[config.mk]
export PLATFORM = sky130hd
export DESIGN_NAME = fila_serial_tx
export DESIGN_NICKNAME = d
export VERILOG_FILES = /design/src/rtl/fila_serial_tx.sv
export SDC_FILE = /design/constraint.sdc
export NUM_CORES = 1
export LEC_CHECK = 0
export CORE_MARGIN = 2
export CORE_UTILIZATION = 55
export CTS_BUF_LIST = sky130_fd_sc_hd__clkbuf_8
export DETAILED_ROUTE_END_ITERATION = 6
export PLACE_DENSITY = 0.8
export SYNTH_ARGS = -nofsm -noshare
export SYNTH_HDL_FRONTEND = slang
export SYNTH_SLANG_ARGS = --single-unit
[constraint.sdc]
create_clock -name clk -period 5.8 [get_ports clk]
set_input_delay 0.87 -clock clk [delete_from_list [all_inputs] [get_ports clk]]
set_output_delay 0.87 -clock clk [all_outputs]
set_load 0.01 [all_outputs]
[src/rtl/fila_serial_tx.sv]
`default_nettype none
// ============================================================================
// Module   : fila_serial_tx
// Purpose  : Dumps the request queue (address 0 up to the first empty entry)
//            as UART 8N1 frames. Optional: FILA_SERIAL_TERMINADOR_EN adds an
//            0x0A frame after the last entry.
// Revision : 1.0 - initial release
// ============================================================================
module fila_serial_tx #(
    parameter int CLKS_PER_BIT = 434,
    parameter int PROFUNDIDADE = 16
) (
    input  logic       clk,
    input  logic       clear,
    input  logic       enviar,
    input  logic [5:0] dados_addrSerial,
    input  logic       eh_origem_addrSerial,
    output logic [3:0] addrSerial,
    output logic       saida_serial,
    output logic       ocupado,
    output logic       pronto,
    output logic [4:0] num_enviados
);
    localparam int CW = (CLKS_PER_BIT > 1) ? $clog2(CLKS_PER_BIT) : 1;
    localparam logic [CW-1:0] c_BIT_LAST = CW'(CLKS_PER_BIT - 1);
    localparam logic [CW-1:0] c_ONE      = CW'(1);
    localparam logic [4:0]    c_PROF     = 5'(PROFUNDIDADE);
`ifdef FILA_SERIAL_TERMINADOR_EN
    localparam logic [7:0]    c_TERMINADOR = 8'h0A;
`endif

    typedef enum logic [2:0] {
        INICIAL    = 3'd0,
        ENDERECA   = 3'd1,
        LE         = 3'd2,
        TRANSMITE  = 3'd3,
        TERMINADOR = 3'd4,
        FIM        = 3'd5
    } state_t;

    state_t        state, state_next;
    logic [4:0]    r_idx;
    logic [9:0]    r_shift;
    logic [CW-1:0] r_clk_cnt;
    logic [3:0]    r_bit_cnt;

    logic [7:0]    w_byte;
    logic          w_vazia;
    logic          w_bit_end;
    logic          w_frame_end;
    logic [4:0]    w_idx_inc;

    assign w_byte       = {1'b0, eh_origem_addrSerial, dados_addrSerial};
    assign w_vazia      = (w_byte[6:0] == 7'd0);
    assign w_bit_end    = (r_clk_cnt == c_BIT_LAST);
    assign w_frame_end  = w_bit_end && (r_bit_cnt == 4'd9);
    assign w_idx_inc    = r_idx + 5'd1;
    // Shift register refills with ones, so the line idles high between frames.
    assign saida_serial = r_shift[0];

    always_ff @(posedge clk) begin
        if (clear) state <= INICIAL;
        else       state <= state_next;
    end

    always_comb begin
        state_next = state;
        case (state)
            INICIAL:  if (enviar) state_next = ENDERECA;
            ENDERECA: state_next = LE;
            LE: begin
                if (w_vazia) begin
`ifdef FILA_SERIAL_TERMINADOR_EN
                    state_next = TERMINADOR;
`else
                    state_next = FIM;
`endif
                end else begin
                    state_next = TRANSMITE;
                end
            end
            TRANSMITE: begin
                if (w_frame_end) begin
                    if (w_idx_inc == c_PROF) begin
`ifdef FILA_SERIAL_TERMINADOR_EN
                        state_next = TERMINADOR;
`else
                        state_next = FIM;
`endif
                    end else begin
                        state_next = ENDERECA;
                    end
                end
            end
            TERMINADOR: if (w_frame_end) state_next = FIM;
            FIM:        state_next = INICIAL;
            default:    state_next = INICIAL;
        endcase
    end

    always_ff @(posedge clk) begin
        if (clear) begin
            r_idx        <= '0;
            r_shift      <= '1;
            r_clk_cnt    <= '0;
            r_bit_cnt    <= '0;
            addrSerial   <= '0;
            ocupado      <= 1'b0;
            pronto       <= 1'b0;
            num_enviados <= '0;
        end else begin
            pronto <= (state_next == FIM);
            case (state)
                INICIAL: begin
                    if (enviar) begin
                        r_idx        <= '0;
                        num_enviados <= '0;
                        ocupado      <= 1'b1;
                        addrSerial   <= '0;
                    end
                end
                LE: begin
                    r_clk_cnt <= '0;
                    r_bit_cnt <= '0;
                    if (!w_vazia) r_shift <= {1'b1, w_byte, 1'b0};
`ifdef FILA_SERIAL_TERMINADOR_EN
                    else          r_shift <= {1'b1, c_TERMINADOR, 1'b0};
`endif
                end
                TRANSMITE, TERMINADOR: begin
                    if (w_bit_end) begin
                        r_clk_cnt <= '0;
                        r_shift   <= {1'b1, r_shift[9:1]};
                        r_bit_cnt <= w_frame_end ? 4'd0 : r_bit_cnt + 4'd1;
                    end else begin
                        r_clk_cnt <= r_clk_cnt + c_ONE;
                    end
                    if (state == TRANSMITE && w_frame_end) begin
                        num_enviados <= num_enviados + 5'd1;
                        r_idx        <= w_idx_inc;
                        // Address only advances when another entry will be read,
                        // so a full queue leaves addrSerial on the last entry.
                        if (state_next == ENDERECA) addrSerial <= w_idx_inc[3:0];
`ifdef FILA_SERIAL_TERMINADOR_EN
                        if (state_next == TERMINADOR) r_shift <= {1'b1, c_TERMINADOR, 1'b0};
`endif
                    end
                end
                FIM:     ocupado <= 1'b0;
                default: ;
            endcase
        end
    end
endmodule
`default_nettype wire

==> impl_metrics.yaml, run 1 <==
run_status:
  outcome: "complete, no violations"
layout:
  area_growth_pct: 16.2
  drive_gt1_share_pct: 9.16
  diodes: 0
  final_common_cell: "dfxtp_1"
  mostFrequentLayoutCells: "dfxtp_1 (41), nand2_1 (31), nor2_1 (23)"
  post-route-util_pct: 66.5
  nets: 288
critical_path:
  critical_path.top_delay_family: "simple AND/OR/NAND/NOR gates"
  slowest_stage: "or4_1"
  path_class: "input port to register"
  crit_buf_inv: 1
  critPathLaunch: "dados_addrSerial[4]"
  critPathCapture: "addrSerial[0]"
  cp-start-kind: "input port"
  critPathMaxFanout: 3
  worst_path_largest_cell_delay_ns: 0.54
  required_ns: 5.97
  cp_data_arrival_time_ns: 2.84
  crit_path_end_kind: "register"
  rr_worst_depth: 5
  worstPathCellList: "clkdlybuf4s50_1, or4_1, or4_1, o311a_2, o2bb2ai_1"
  reg2reg_to: "r_shift[3]"
  r2r_start: "r_clk_cnt[0]"
  critical_path_depth: 5
  r2r_slack_ns: 3.45
  path_common_cell: "or4_1"
global_routing:
  grt_pass1_wl_um: 8090
  grt_pass1_vias: 1727
  grt_overflow_total: 0
  antenna_found_initial: 0
  grtUsageTotal_pct: 24.4
  grt_max_degree: 36
floorplan:
  start_util_pct: 57.2
  fp.dieH_um: 66.0
  dieArea_sq_um: 4350
  placementRows: 22
  dieWidth_um: 66.0
  core-area_sq_um: 3690
  io-pin-count: 22
pwr:
  pwr-share-clk_pct: 37.1
  seqPwrFrac_pct: 53.4
  internal_power_uw: 417
  p_sw_share_pct: 24.8
  pwr-share-comb_pct: 9.5
  switchingPower_uw: 138
  irDropWorstVdd_uv: 165
  power.density_nw_per_um2: 226
  p_leak_uw: 0.000869
timing:
  fmax_mhz: 374
  rsz0062_at_grt: "false"
  finalHoldViolCount: 0
  setup_tns_ns: 0
  tightest_slew_ns: 0.966
  fin_worst_skew_ns: 0.00441
  period_share_pct: 46.1
  relSlewSlack_pct: 35.2
  min_period_ns: 2.67
  setup_viol: 0
  drv_slew: 0
route:
  wl_per_cell_um: 15.1
  wl_um: 4850
  ant_nets: 0
  drtIter0Drc: 182
  firstDrtPassIters: 4
  vias_per_cell: 6.02
  drc: 0
  vias: 1933
clocking:
  clkTransAtPathRegs_ns: 0.07
  clockBufferDepth: 2
  holdBufCountCts: 0
  cts.htree.levels: 2
  cts_root_buf: "clkbuf_8"
  cts_setup_buffers: 0
  clk-insertion-delay-late_ns: 0.30
  clock-sinks: 41
  cts_tree: "done"
  cts_buffers: 5
  cts_resized: 0
synthesis:
  synthesis.nets: 269
  synth_seq_cells: 41
  ys_seq_area_share_pct: 38.9
  avgSynthCellArea_sq_um: 8.34
  synth_area_leaders: "dfxtp_1 (39%), nand2_1 (5.5%), nor2_1 (4.1%)"
  synth-edff-count: 0
  synth_top_area_cell: "dfxtp_1"
  yosys_warnings: 0
  synth_cells: 253
  synth_cell_types: 50
  synth_area_sq_um: 2110
  ys.flop_type: "dfxtp_1"
  async_reset_ff_share_pct: 0
  yosys.area.top_type_share_pct: 38.9
placement:
  dp_hpwl_um: 3390
  routabilityCongestion: 0.812
  io_buffers: 21
run:
  drv_cap: 0
min_path:
  worst_hold_path_type: "register to register"
[sequential cells by signal, indices dropped and copies added, names as in the netlist]
signal and flops:
r_bit_cnt 4, r_idx 5, state 3, r_clk_cnt 9
r_shift 9, pronto 1, addrSerial 4, ocupado 1
num_enviados 5
[power by group through the flow]
stage,clock network [uW],logic [uW],registers [uW]
3_5_place_dp,0,52.2,303
4_1_cts,210,52.7,296
2_1_floorplan,0,35.9,300
3_3_place_gp,0,51.6,302
5_1_grt,227,58.7,297
6_report,206,52.8,296
[worst register-to-register path: stages (launching register included)]
cell and delay (ns):
dfxtp_1 0.45, ha_1 0.21, and4_1 0.30, a21oi_1 0.16
o21ai_1 0.80, a41oi_1 0.25
[per-stage QoR]
step	total power [uW]	hold WS (ns)	cells	instance area [sq um]	setup slack (ns)
2_1_floorplan	336	0.454	253	2110	3.38
3_3_place_gp	354	0.466	313	2350	2.88
3_5_place_dp	355	0.466	313	2350	2.82
4_1_cts	559	0.488	321	2450	3.13
5_1_grt	584	0.499	321	2450	3.05
6_report	555	0.492	321	2450	3.13
[kinds of logic (layout without fill, tap and decap cells)]
logic type / after synthesis / after routing / synth area share [%]
buffers and inverters: 21 / 41 / 3.85
flip-flops: 41 / 41 / 38.9
adder cells (fa/ha/maj): 6 / 6 / 3.56
XOR/XNOR: 8 / 8 / 3.32
AO/OA/AOI/OAI: 56 / 56 / 18.8
AND/OR/NAND/NOR: 119 / 119 / 30.6
multiplexers: 2 / 2 / 0.948
[per-layer routing]
layer / track usage, % / wire (um) / vias to the layer above
met3: 7.33 / 205 / 7
met2: 38.5 / 2240 / 47
li1: - / - / 970
met1: 32.0 / 2360 / 909
met4: 7.65 / 49 / 0
met5: 0 / 0 / -
[Yosys cell counts (4+ instances only)]
library cell and number:
dfxtp_1 41, nand2_1 31, nor2_1 23, a21oi_1 16
nand3_1 15, nor3_1 13, inv_1 10, a41oi_1 9
clkbuf_1 9, o21ai_0 7, ha_1 6, a311oi_1 5
xnor2_1 5, nand2b_1 4, nand4_1 4
[worst min path at each step]
stage | start | to | slack, ns | depth (start not counted)
final | addrSerial[3] | addrSerial[3] | 0.49 | 2
after global routing | addrSerial[3] | addrSerial[3] | 0.50 | 2
after CTS | addrSerial[3] | addrSerial[3] | 0.49 | 2
after detailed placement | r_shift[0] | r_shift[0] | 0.47 | 2
after global placement | r_shift[0] | r_shift[0] | 0.47 | 2
after floorplan | r_shift[1] | r_shift[0] | 0.45 | 2
[layout make-up]
type | instances | area [sq um]
Clock buffer | 7 | 96.3
Sequential cell | 41 | 821
Timing Repair Buffer | 23 | 225
Tap cell | 48 | 60.1
Clock inverter | 1 | 5.00
Multi-Input combinational cell | 191 | 1210
Fill cell | 325 | 1230
Inverter | 10 | 37.5
Power figures use the tool's default switching activity.
==> run 2, diff against run 1 <==
CORE_UTILIZATION = 53   (was 55)
clock period = 2.4 ns   (was 5.8 ns; I/O delays follow)
==> run 2 against run 1 <==
Effect of this change: sequential power increased by 140%; clock skew increased by 0.0079 ns; cell area increased by 2.7%; total power increased by 140%; worst setup slack got worse by 2.8 ns; sequential share of layout area decreased by 0.86 points; clock power increased by 120%; die area increased by 3.5%; global-route usage decreased by 0.64 points; final cell count increased by 2.8%; clock-buffer cell count decreased by 2; largest power group unchanged.
==> impl_metrics.yaml, run 2 (same netlist as run 1, synthesis figures left out) <==
timing:
  min_period_ns: 2.12
  fin_worst_skew_ns: 0.0123
  period_share_pct: 88.1
  drv_slew: 0
  tightest_slew_ns: 0.550
  setup_slack_ns: 0.284
  setup_viol: 0
  fmax_mhz: 473
  rsz0062_at_grt: "false"
  relSlewSlack_pct: 63.2
  finalHoldViolCount: 0
  worst_hold_slack_ns: 0.468
global_routing:
  grtUsageTotal_pct: 23.8
  grt_pass1_vias: 1764
  grt_max_degree: 17
  grt_overflow_total: 0
  antenna_found_initial: 0
  grt_pass1_wl_um: 8190
route:
  vias: 1963
  vias_per_cell: 5.95
  drtIter0Drc: 130
  wl_per_cell_um: 14.6
  drc: 0
  firstDrtPassIters: 4
  wl_um: 4830
  ant_nets: 0
clocking:
  cts_resized: 0
  cts_setup_buffers: 0
  clockBufferDepth: 2
  cts.htree.levels: 2
  clk-insertion-delay-late_ns: 0.30
  holdBufCountCts: 0
  cts_buffers: 5
  cts_tree: "done"
  cts_root_buf: "clkbuf_8"
  clkTransAtPathRegs_ns: 0.08
  clock-sinks: 41
layout:
  mostFrequentLayoutCells: "dfxtp_1 (41), nand2_1 (31), nor2_1 (23)"
  area_growth_pct: 19.3
  diodes: 0
  reg.largest.list: "r_clk_cnt x9, r_shift x9"
  drive_gt1_share_pct: 12.1
  final_common_cell: "dfxtp_1"
  nets: 297
critical_path:
  worstPathCellList: "clkdlybuf4s50_1, or4_1, or4_1, o311a_2, o2bb2ai_1"
  cp_data_arrival_time_ns: 2.29
  path_common_cell: "or4_1"
  cp-start-kind: "input port"
  path_class: "input port to register"
  crit_buf_inv: 1
  critical_path_depth: 5
  worst_path_largest_cell_delay_ns: 0.53
  crit_path_end_kind: "register"
  slowest_stage: "or4_1"
  rr_worst_depth: 6
  critical_path.top_delay_family: "simple AND/OR/NAND/NOR gates"
  critPathMaxFanout: 3
  required_ns: 2.58
floorplan:
  dieWidth_um: 67.1
  core-area_sq_um: 3740
  io-pin-count: 22
  placementRows: 22
  start_util_pct: 56.4
  dieArea_sq_um: 4500
  fp.dieH_um: 67.1
placement:
  routabilityCongestion: 0.843
  dp_hpwl_um: 3540
  io_buffers: 21
  pre_cts_ws_ns: -0.0359
pwr:
  power.density_nw_per_um2: 518
  p_leak_uw: 0.000908
  irDropWorstVdd_uv: 466
min_path:
  worst_hold_path_type: "register to register"
  whs_path_depth: 2
run_status:
  outcome: "complete, no violations"
run:
  drv_cap: 0
## run 2: changes by cell type in the layout (fill, tap and decap cells not counted), sizes merged
cell	delta
clkbuf	-2
clkinvlp	+1
clkinv	+1
buf	+9
## run 2: final timing paths
path,slack (ns),start,endpoint
max,0.28,dados_addrSerial[4],addrSerial[0]
min,0.47,addrSerial[3],addrSerial[3]
max reg2reg,0.30,r_clk_cnt[0],addrSerial[2]
min reg2reg,0.47,addrSerial[3],addrSerial[3]
## run 2: area by class of cell
cell class,instances,area (sq um)
Fill cell,346,1220
Inverter,10,37.5
Clock inverter,3,17.5
Tap cell,48,60.1
Clock buffer,5,68.8
Timing Repair Buffer,32,305
Sequential cell,41,821
Multi-Input combinational cell,191,1210
## run 2: through the flow
stage	instance area, sq um	instances	power [uW]	TNS [ns]	utilization (%)
2_1_floorplan	2110	253	811	0	-
3_3_place_gp	2430	322	869	0	65.0
3_5_place_dp	2430	322	872	-0.0359	65.0
4_1_cts	2520	330	1310	0	67.3
5_1_grt	2520	330	1370	0	67.3
6_report	2520	330	1310	0	67.3
## run 2: where the power goes
part / internal [uW] / switching (uW)
registers: 698 / 18.1
logic: 61.3 / 80.0
clock network: 201 / 248
## run 2: tightest hold or removal path, stage by stage, from the launching register on
cell,delay [ns]
dfxtp_1,0.31
nand2_1,0.05
mux2i_1,0.06
## run 2: metal layers
layer / up-vias / global-route usage, % / wire, um
li1: 991 / - / -
met1: 927 / 33.8 / 2360
met2: 39 / 35.9 / 2210
met3: 6 / 4.73 / 195
met4: 0 / 7.65 / 68
met5: - / 0 / 0
==> run 3, diff against run 2 <==
GPL_TIMING_DRIVEN = 0   (was not set)
REMOVE_ABC_BUFFERS = 1   (was not set)
==> run 3 against run 2 <==
Effect of this change: non-clock buffer count decreased by 11; cell area decreased by 2.4%; register-to-register slack got worse by 0.04 ns; via count decreased by 3.8%; largest cell class unchanged.
==> impl_metrics.yaml, run 3 (same netlist as run 1, synthesis figures left out) <==
run_status:
  outcome: "complete, no violations"
min_path:
  worst_hold_path_type: "register to register"
clocking:
  cts_tree: "done"
  clockBufferDepth: 2
  cts_root_buf: "clkbuf_8"
  cts.htree.levels: 2
  clk-insertion-delay-late_ns: 0.30
  clkTransAtPathRegs_ns: 0.08
  cts_buffers: 5
  clock-sinks: 41
critical_path:
  required_ns: 2.58
  critPathMaxFanout: 3
  path_class: "input port to register"
  worstPathCellList: "clkdlybuf4s50_1, or4_1, or4_1, o311a_2, o2bb2ai_1"
  cp_data_arrival_time_ns: 2.33
  crit_path_end_kind: "register"
  worst_path_largest_cell_delay_ns: 0.56
  cp-start-kind: "input port"
  slowest_stage: "or4_1"
  path_common_cell: "or4_1"
route:
  vias_per_cell: 5.92
  wl_per_cell_um: 14.1
  ant_nets: 0
  firstDrtPassIters: 4
  drc: 0
  vias: 1889
  drtIter0Drc: 136
  wl_um: 4500
run:
  drv_cap: 0
layout:
  drive_gt1_share_pct: 9.59
  final_common_cell: "dfxtp_1"
  nets: 286
  reg.largest.list: "r_clk_cnt x9, r_shift x9"
  mostFrequentLayoutCells: "dfxtp_1 (41), nand2_1 (31), nor2_1 (22)"
  post-route-util_pct: 65.7
  fill_cells: 318
  diodes: 0
  finalNonFillerCells: 319
  area_growth_pct: 16.5
timing:
  worst_hold_slack_ns: 0.463
  rsz0062_at_grt: "false"
  drv_slew: 0
  fin_worst_skew_ns: 0.00741
  fmax_mhz: 466
  period_share_pct: 89.4
  relSlewSlack_pct: 52.1
  min_period_ns: 2.15
  tightest_slew_ns: 0.718
  finalHoldViolCount: 0
  setup_viol: 0
floorplan:
  placementRows: 22
  dieWidth_um: 67.1
  core-area_sq_um: 3740
  io-pin-count: 22
  dieArea_sq_um: 4500
  fp.dieH_um: 67.1
  start_util_pct: 56.4
pwr:
  internal_power_uw: 1080
  p_leak_uw: 0.000866
  seqPwrFrac_pct: 50.2
  switchingPower_uw: 340
  pwr-share-comb_pct: 8.7
  power_uw: 1420
  power.density_nw_per_um2: 579
  irDropWorstVdd_uv: 250
  p_sw_share_pct: 23.9
  pwr-share-clk_pct: 41.1
global_routing:
  grtUsageTotal_pct: 22.0
  grt_use_met3_pct: 4.56
  grt_max_degree: 36
  grt_pass1_wl_um: 7710
  antenna_found_initial: 0
  grt_overflow_total: 0
  busiest_layer: "met2"
  grt_pass1_vias: 1737
  met2_usage_pct: 35.6
  gr-usage-met1_pct: 28.7
placement:
  dp_hpwl_um: 3160
  dp_cells: 311
  routabilityCongestion: 0.855
  io_buffers: 21
-- run 3: cell types whose count changed in the layout (fill, tap and decap cells not counted) --
cell             before  now
o21ai_1               2    1
nor2_1               23   22
buf_4                10    0
clkdlybuf4s50_1      21   20
buf_12                1    0
nor2_2                1    2
clkinv_2              2    0
bufinv_16             0    1
clkbuf_2              0    1
clkbuf_8              5    6
o21ai_2               0    1
-- run 3: layer usage --
metal	wire length, um	up-vias
met2	2030	44
met1	2190	865
li1	-	973
met4	77	0
met3	205	7
met5	0	-
-- run 3: worst paths after layout --
path / from / endpoint / slack, ns / cells past startpoint
setup / recovery: dados_addrSerial[3] / addrSerial[0] / 0.25 / 5
hold / removal: addrSerial[3] / addrSerial[3] / 0.46 / 2
setup reg to reg: state[2] / r_clk_cnt[3] / 0.26 / 5
hold reg to reg: addrSerial[3] / addrSerial[3] / 0.46 / 2
-- run 3: critical path, delay by kind of cell --
kind                   cells  cell delay, ns
buffers and inverters      1            0.42
AOI/OAI and AO/OA          2            0.52
and+or+nand+nor            2            1.03
-- run 3: stage by stage --
step | area [sq um] | setup slack [ns] | setup TNS [ns]
finish | 2460 | 0.254 | 0
global route | 2460 | 0.0556 | 0
CTS | 2460 | 0.0608 | 0
detailed placement | 2340 | -0.441 | -3.03
global placement | 2340 | -0.462 | -3.30
floorplan | 2070 | 0.484 | 0
-- run 3: repair_timing --
item                                    4_1_cts  5_1_grt
endpoints found under the hold margin         0        0
endpoints found under the setup margin        5       10
setup buffers                                 0        0
hold buffers                                  0        0
resized for setup                             2        3
-- run 3: power groups by stage --
stage	combinational, uW	clock [uW]	sequential (uW)
3_3_place_gp	122	0	731
6_report	123	586	715
5_1_grt	140	619	719
4_1_cts	123	603	715
2_1_floorplan	71.4	0	729
3_5_place_dp	123	0	731
-- run 3: area by class of cell --
type                            count  area (sq um)  share of cell area (%)
Clock inverter                      2          37.5                    1.53
Sequential cell                    41           821                    33.4
Tap cell                           48          60.1                    2.44
Clock buffer                        6          82.6                    3.36
Multi-Input combinational cell    191          1210                    49.4
Timing Repair Buffer               21           205                    8.35
Inverter                           10          37.5                    1.53
